==> src/rtl/dmem_pkg.sv <==
// Shared types and widths for the dmem load/store front end.
package dmem_pkg;

  localparam int SDATA_W   = 16;
  localparam int VDATA_W   = 256;
  localparam int ADDR_W    = 32;
  localparam int DAU_TAG_W = 5;

  typedef enum logic [1:0] {
    IDLE    = 2'd0,
    RD_WAIT = 2'd1,
    RSP     = 2'd2
  } dau_state_t;

  // Load context carried from accept to the response.
  typedef struct packed {
    logic                 vec;
    logic [DAU_TAG_W-1:0] tag;
    logic                 oor;
  } dau_req_t;

endpackage

==> src/rtl/dmem_addr_check.sv <==
// Combinational range check of a word address against the scalar or vector space.
module dmem_addr_check
  import dmem_pkg::*;
#(
  parameter int SADDR_W = 18,
  parameter int VADDR_W = 14
) (
  input  logic [ADDR_W-1:0] i_addr,
  input  logic              i_vec,
  output logic              o_oor
);

  logic [ADDR_W-1:0] w_hi_s;
  logic [ADDR_W-1:0] w_hi_v;

  // Any bit above the selected space's width is out of range.
  assign w_hi_s = i_addr >> SADDR_W;
  assign w_hi_v = i_addr >> VADDR_W;
  assign o_oor  = i_vec ? (w_hi_v != '0) : (w_hi_s != '0);

endmodule

==> src/rtl/dmem_access_unit.sv <==
// Load/store front end to dmem: stores write in the accept cycle, loads respond 2 cycles after accept.
// Request side stalls while a load is in flight; a retiring response may overlap a new request.
module dmem_access_unit
  import dmem_pkg::*;
#(
  parameter int SADDR_W = 18,
  parameter int VADDR_W = 14,
  parameter int TAG_W   = 5
) (
  input  logic               clk,
  input  logic               rst,
  input  logic               req_valid,
  output logic               req_ready,
  input  logic               req_we,
  input  logic               req_vec,
  input  logic [ADDR_W-1:0]  req_addr,
  input  logic [SDATA_W-1:0] req_wdata_s,
  input  logic [VDATA_W-1:0] req_wdata_v,
  input  logic [TAG_W-1:0]   req_tag,
  output logic               rsp_valid,
  input  logic               rsp_ready,
  output logic               rsp_vec,
  output logic [SDATA_W-1:0] rsp_data_s,
  output logic [VDATA_W-1:0] rsp_data_v,
  output logic [TAG_W-1:0]   rsp_tag,
  output logic               rsp_err,
  output logic               st_err,
  output logic               mem_w_enable,
  output logic               mem_src_sel,
  output logic [ADDR_W-1:0]  mem_addr,
  output logic [SDATA_W-1:0] mem_w_data_a,
  output logic [VDATA_W-1:0] mem_w_data_b,
  input  logic [SDATA_W-1:0] mem_q_a,
  input  logic [VDATA_W-1:0] mem_q_b
);

  dau_state_t         r_state;
  dau_state_t         w_state_nxt;
  dau_req_t           r_req;
  logic               w_oor;
  logic               w_req_ready;
  logic               w_acc;
  logic               w_ld_acc;
  logic               w_st_acc;
  logic               r_st_err;
  logic               r_rsp_vec;
  logic               r_rsp_err;
  logic [TAG_W-1:0]   r_rsp_tag;
  logic [SDATA_W-1:0] r_rsp_data_s;
  logic [VDATA_W-1:0] r_rsp_data_v;

  dmem_addr_check #(
    .SADDR_W (SADDR_W),
    .VADDR_W (VADDR_W)
  ) u_addr_check (
    .i_addr (req_addr),
    .i_vec  (req_vec),
    .o_oor  (w_oor)
  );

  // In RSP the request side opens exactly when the response retires.
  assign w_req_ready = (r_state == IDLE) | ((r_state == RSP) & rsp_ready);
  assign w_acc       = req_valid & w_req_ready;
  assign w_ld_acc    = w_acc & ~req_we;
  assign w_st_acc    = w_acc & req_we;

  assign mem_addr     = req_addr;
  assign mem_src_sel  = req_vec;
  assign mem_w_data_a = req_wdata_s;
  assign mem_w_data_b = req_wdata_v;
  // Gated by rst so a request pending across reset never reaches the array.
  assign mem_w_enable = w_st_acc & ~w_oor & ~rst;

  always_comb begin
    w_state_nxt = r_state;
    case (r_state)
      IDLE: begin
        if (w_ld_acc) w_state_nxt = RD_WAIT;
      end
      RD_WAIT: begin
        w_state_nxt = RSP;
      end
      RSP: begin
        if (rsp_ready) w_state_nxt = w_ld_acc ? RD_WAIT : IDLE;
      end
      default: begin
        w_state_nxt = IDLE;
      end
    endcase
  end

  always_ff @(posedge clk or posedge rst) begin
    if (rst) begin
      r_state <= IDLE;
    end else begin
      r_state <= w_state_nxt;
    end
  end

  always_ff @(posedge clk or posedge rst) begin
    if (rst) begin
      r_req <= '0;
    end else if (w_ld_acc) begin
      r_req <= '{vec: req_vec, tag: DAU_TAG_W'(req_tag), oor: w_oor};
    end
  end

  always_ff @(posedge clk or posedge rst) begin
    if (rst) begin
      r_st_err <= 1'b0;
    end else begin
      r_st_err <= w_st_acc & w_oor;
    end
  end

  // dmem read data is valid in RD_WAIT; the unselected field is forced to 0.
  always_ff @(posedge clk or posedge rst) begin
    if (rst) begin
      r_rsp_vec    <= 1'b0;
      r_rsp_err    <= 1'b0;
      r_rsp_tag    <= '0;
      r_rsp_data_s <= '0;
      r_rsp_data_v <= '0;
    end else if (r_state == RD_WAIT) begin
      r_rsp_vec    <= r_req.vec;
      r_rsp_err    <= r_req.oor;
      r_rsp_tag    <= TAG_W'(r_req.tag);
      r_rsp_data_s <= (r_req.oor | r_req.vec)  ? '0 : mem_q_a;
      r_rsp_data_v <= (r_req.oor | ~r_req.vec) ? '0 : mem_q_b;
    end
  end

  assign req_ready  = w_req_ready;
  assign rsp_valid  = (r_state == RSP);
  assign rsp_vec    = r_rsp_vec;
  assign rsp_err    = r_rsp_err;
  assign rsp_tag    = r_rsp_tag;
  assign rsp_data_s = r_rsp_data_s;
  assign rsp_data_v = r_rsp_data_v;
  assign st_err     = r_st_err;

endmodule

==> config.mk <==
export PLATFORM = sky130hd
export DESIGN_NAME = dmem_access_unit
export DESIGN_NICKNAME = d
export VERILOG_FILES = /design/src/rtl/dmem_pkg.sv /design/src/rtl/dmem_addr_check.sv /design/src/rtl/dmem_access_unit.sv
export SDC_FILE = /design/constraint.sdc
export NUM_CORES = 1
export LEC_CHECK = 0
export ABC_AREA = 1
export CORE_AREA = 2 2 456 458
export DETAILED_ROUTE_END_ITERATION = 10
export DIE_AREA = 0 0 458 460
export PLACE_DENSITY_LB_ADDON = 0.08
export SLEW_MARGIN = 30
export SYNTH_ARGS = -nofsm -noshare
export SYNTH_HDL_FRONTEND = slang
export SYNTH_SLANG_ARGS = --single-unit
==> constraint.sdc <==
create_clock -name clk -period 27.3 [get_ports clk]
set_input_delay 8.19 -clock clk [delete_from_list [all_inputs] [get_ports clk]]
set_output_delay 8.19 -clock clk [all_outputs]
set_load 0.01 [all_outputs]
---- After elaboration in Yosys (flattened, before gate mapping) ----
Cells that the tools add are included.
operators by class
  bitwise operators ....................... 14
  reductions and logical operators ........ 4
  equality and inequality tests ........... 4
  muxes and demuxes ....................... 7
operators by type and width
  operator              count
  $mux W256             1
  $reduce_bool A32 Y1   2
  $mux W16              1
  $and A1 B1 Y1         7
  $pmux W2 S3           1
  $mux W2               2
  $not A1 Y1            4
  $or A1 B1 Y1          3
  $eq A2 B1 Y1 const B  1
  $eq A2 B2 Y1 const B  1
  $logic_not A2 Y1      1
  $mux W1               2
  $ne A2 B1 Y1 const B  1
  $ne A2 B2 Y1 const B  1
  $reduce_and A2 Y1     1
word-level totals
  logic and storage cells ................. 39
  output and inout bits ................... 588
  input bits .............................. 587
  flip-flop bits (word level) ............. 289

---- Longest topological paths before layout ----
  depth in word-level cells ............... 8
  depth in mapped cells ................... 8

---- By module ----
Synthesis repeated with hierarchy kept, for this count alone.
second synthesis, totals
  cell total of the unflattened synthesis .. 1,580
  area total of the unflattened synthesis .. 13,694.4 um2
by module, submodules not included
  module            instances  area an instance (um2)  cells an instance
  dmem_access_unit  1          13,626.8                1,563
  dmem_addr_check   1          67.6                    17

---- Worst setup path after synthesis ----
No wires, ideal clock.
  kind .................................... input-to-output
  start ................................... input port rst
  end ..................................... output port mem_w_enable
  arrival time ............................ 14,845 ps
  slack ................................... 4,265 ps
  cell stages on the path ................. 3
  buffers on the path ..................... 0
  cell sequence ........................... inv_1 nand4_1 nor2_1
on the way
  cells in the longest elaborated chain, start to end .. 2
RTL lines
  what                line                    RTL
  start: declaration  dmem_access_unit.sv:11  input logic rst,
  $not A1 Y1          dmem_access_unit.sv:72  assign mem_w_enable = w_st_acc & ~w_oor & ~rst;
  $and A1 B1 Y1       dmem_access_unit.sv:72
  end: declaration    dmem_access_unit.sv:28  output logic mem_w_enable,
Every way passes these cells.

---- Final worst setup path ----
  start ................................... input port req_addr[30]
  end ..................................... output port mem_w_enable
on the way
  cells in the longest elaborated chain, start to end .. 5
RTL lines
  what                          line                    RTL
  start: declaration            dmem_access_unit.sv:16  input logic [ADDR_W-1:0] req_addr,
  $reduce_bool A32 Y1           dmem_addr_check.sv:19   assign o_oor = i_vec ? (w_hi_v != '0) : (w_hi_s != '0);
  $mux W1 *                     dmem_addr_check.sv:19
  $not A1 Y1 *                  dmem_access_unit.sv:72
  $and A1 B1 Y1 * (2 in a row)  dmem_access_unit.sv:72
Every way passes the cells marked *; elsewhere a longest branch is shown, timed or not.

==> out/metrics.cfg <==
[outcome]
status=finished clean

[sta]
timing.fmax_mhz=55.1
min_period_ns=18.15
slew_headroom_pct=39.4
rsz0062_at_grt=no
whs_ns=0.474
final.setup.tns_ns=0
skew_ns=0.0240
slew_viol_final=0
fin_crit_sh_pct=66.5
tightest_slew_ns=0.909
finalSetupViolCount=0
hold_viol=0

[power_and_ir_drop]
power_switching_mw=0.514
p_leak_nw=9.50
clkPwrFrac_pct=40.1
swShare_pct=32.6
power_density_nw_per_um2=71.0
p_int_mw=1.06
ir_drop_mv=0.0389
p_total_mw=1.58
seqPwrFrac_pct=34.9
combPwrFrac_pct=25.0

[critical_path]
rr_worst_depth=9
worst_path_max_delay_cell=clkdlybuf4s50_1
regToRegStartpoint=r_state[1]$_DFFE_PP0P_
cp_slowest_stage_delay_ns=0.55
path_max_fanout=3
critPathKind=in2out
required_ns=19.11
r2r_end=rsp_data_v[159]$_DFFE_PP0N_
startpoint_type=input port
worstSetupEndpointType=output pin
worstPathArrival_ns=9.96
r2r_slack_ns=23.38
endpoint=mem_w_enable
cp_cell_sequence=clkdlybuf4s50_1 > or2_2 > nor2_1 > nand3_1 > nor2_1 > clkdlybuf4s50_1
crit_path_start=req_addr[30]

[routing]
route.detailed.drc=0
vias=11600
vias_per_cell=2.51
dr.pass1.iters=4
wire_per_inst_um=18.1
routed_wl_um=83200
antenna_left=0
drtIter0Drc=541

[floorplanning]
die_height_um=460
initial_core_util_pct=6.64
coreArea_um2=206000
num_io_pins=1175
placementRows=167
dieArea_um2=211000
dieWidth_um=458

[finish]
syn_to_final_growth_pct=62.2
fin_nets=2444
drive_above_1_share_pct=5.49

[logic_synthesis]
syn_avg_cell_area_um2=8.67
synth_warnings=0
synthTopCellsByArea=dfrtp_1 (53%), buf_4 (18%), nand2_1 (16%), nand3_1 (10%), buf_2 (1.3%)
ys_types=15
ys_seq_area_share_pct=52.8
synthesis.area_um2=13700
synth_top_area_cell=dfrtp_1
ys_ff_latch=289
syn_inst=1579
synthDominantCellAreaShare_pct=52.8
synth_nets=2166

[clock_network]
post_cts_buffers=0
root_buffer=clkbuf_16
clock-sinks=289
insertion_delay_ns=0.65
path_clk_slew_ns=0.05
htreeDepth=2
cts_buffers=48
cts_resized=0
cts_tree=built
clk_path_buf_depth=3
ctsHoldBuffers=0

[place]
gp_congestion=0.685
port_buffers=602
dpl.hpwl_um=61400

[global_route]
track_usage_pct=7.68
grt-ovfl-total=0
grt_max_degree=110
grt_pass1_vias=12800
antenna_found_initial=13
grt_pass1_wl_um=114000

[hold_path]
hold_path_class=reg2reg

[job]
cap_violations=0

## power groups by stage
| stage | sequential, mW | clock (mW) | combinational [mW] |
|---|---|---|---|
| after floorplan | 0.576 | 0 | 0.147 |
| after global placement | 0.560 | 0 | 0.411 |
| after detailed placement | 0.558 | 0 | 0.409 |
| after CTS | 0.554 | 0.679 | 0.412 |
| after global routing | 0.563 | 0.691 | 0.431 |
| final | 0.551 | 0.632 | 0.394 |
## flip-flops by register name (all words and copies together), names as in the netlist
name        flops
rsp_data_s     16
r_req           7
rsp_data_v    256
st_err          1
rsp_err         1
rsp_vec         1
r_state         2
rsp_tag         5
## synth_stat cells
| cell | number |
|---|---|
| nand2_1 | 592 |
| buf_4 | 321 |
| dfrtp_1 | 289 |
| nand3_1 | 274 |
| buf_2 | 36 |
| clkbuf_1 | 36 |
| nor2_1 | 16 |
| inv_1 | 5 |
| buf_1 | 2 |
| inv_2 | 2 |
| nor2_4 | 2 |
| a21oi_1 | 1 |
| clkinv_1 | 1 |
| nand4_1 | 1 |
| or2_2 | 1 |
## per-stage QoR
step / cells / setup slack, ns / instance area [um^2] / util, %
4_1_cts: 4599 / 9.08 / 22200 / 10.8
6_report: 4602 / 9.15 / 22200 / 10.8
3_5_place_dp: 4510 / 9.10 / 20600 / 10.0
5_1_grt: 4602 / 9.00 / 22200 / 10.8
2_1_floorplan: 1579 / 4.27 / 13700 / -
3_3_place_gp: 4507 / 9.13 / 20500 / 9.96
## how the worst min path moves through the flow
stage / slack, ns / startpoint / cells after the start / endpoint
2_1_floorplan: 0.45 / r_req[1]$_DFFE_PP0P_ / 2 / r_req[1]$_DFFE_PP0P_
3_3_place_gp: 0.46 / rsp_data_v[2]$_DFFE_PP0N_ / 2 / rsp_data_v[2]$_DFFE_PP0N_
3_5_place_dp: 0.46 / rsp_data_v[33]$_DFFE_PP0N_ / 2 / rsp_data_v[33]$_DFFE_PP0N_
4_1_cts: 0.48 / rsp_data_v[33]$_DFFE_PP0N_ / 2 / rsp_data_v[33]$_DFFE_PP0N_
5_1_grt: 0.50 / rsp_data_v[228]$_DFFE_PP0N_ / 2 / rsp_data_v[228]$_DFFE_PP0N_
6_report: 0.47 / rsp_data_v[228]$_DFFE_PP0N_ / 2 / rsp_data_v[228]$_DFFE_PP0N_
## final cells by class
type,count,area [um^2]
multi-input combinational,887,3700
fill,23700,184000
timing repair buffer,623,6260
antenna,2,5.00
tap,2704,3380
clock buffer,78,1490
inverter,8,45.0
sequential,289,7240
clock inverter,11,87.6
## layout by cell type (no fill, tap or decap), drive strengths merged
cell	count
diode	2
nand2	592
clkinv	9
or2	1
nor2	18
nand4	1
nand3	274
clkdlybuf4s50	602
clkbuf	78
inv	9
buf	21
a21oi	1
clkinvlp	1
dfrtp	289
## routing by layer
metal / GRT usage (%) / wire length [um] / part of all wire [%] / vias to the layer above
met5: 0.321 / 195 / 0.23 / -
met1: 8.83 / 33300 / 40 / 5557
met3: 3.05 / 7220 / 8.7 / 184
met2: 12.6 / 39500 / 47 / 557
met4: 3.09 / 3030 / 3.6 / 18
li1: - / - / - / 5247
## kinds of logic (layout without fill, tap and decap cells)
logic type | after synthesis | count (layout) | synth area share, %
other | 0 | 2 | 0
buffers and inverters | 403 | 720 | 20.2
AO/OA/AOI/OAI | 1 | 1 | 0.0365
flip-flops | 289 | 289 | 52.8
AND/OR/NAND/NOR | 886 | 886 | 26.9
## worst max-delay path: cells and delay by family
kind	cells	cell delay, ns
buffers and inverters	2	1.05
and+or+nand+nor	4	0.72
No activity file was read; power rests on OpenSTA's default activity.
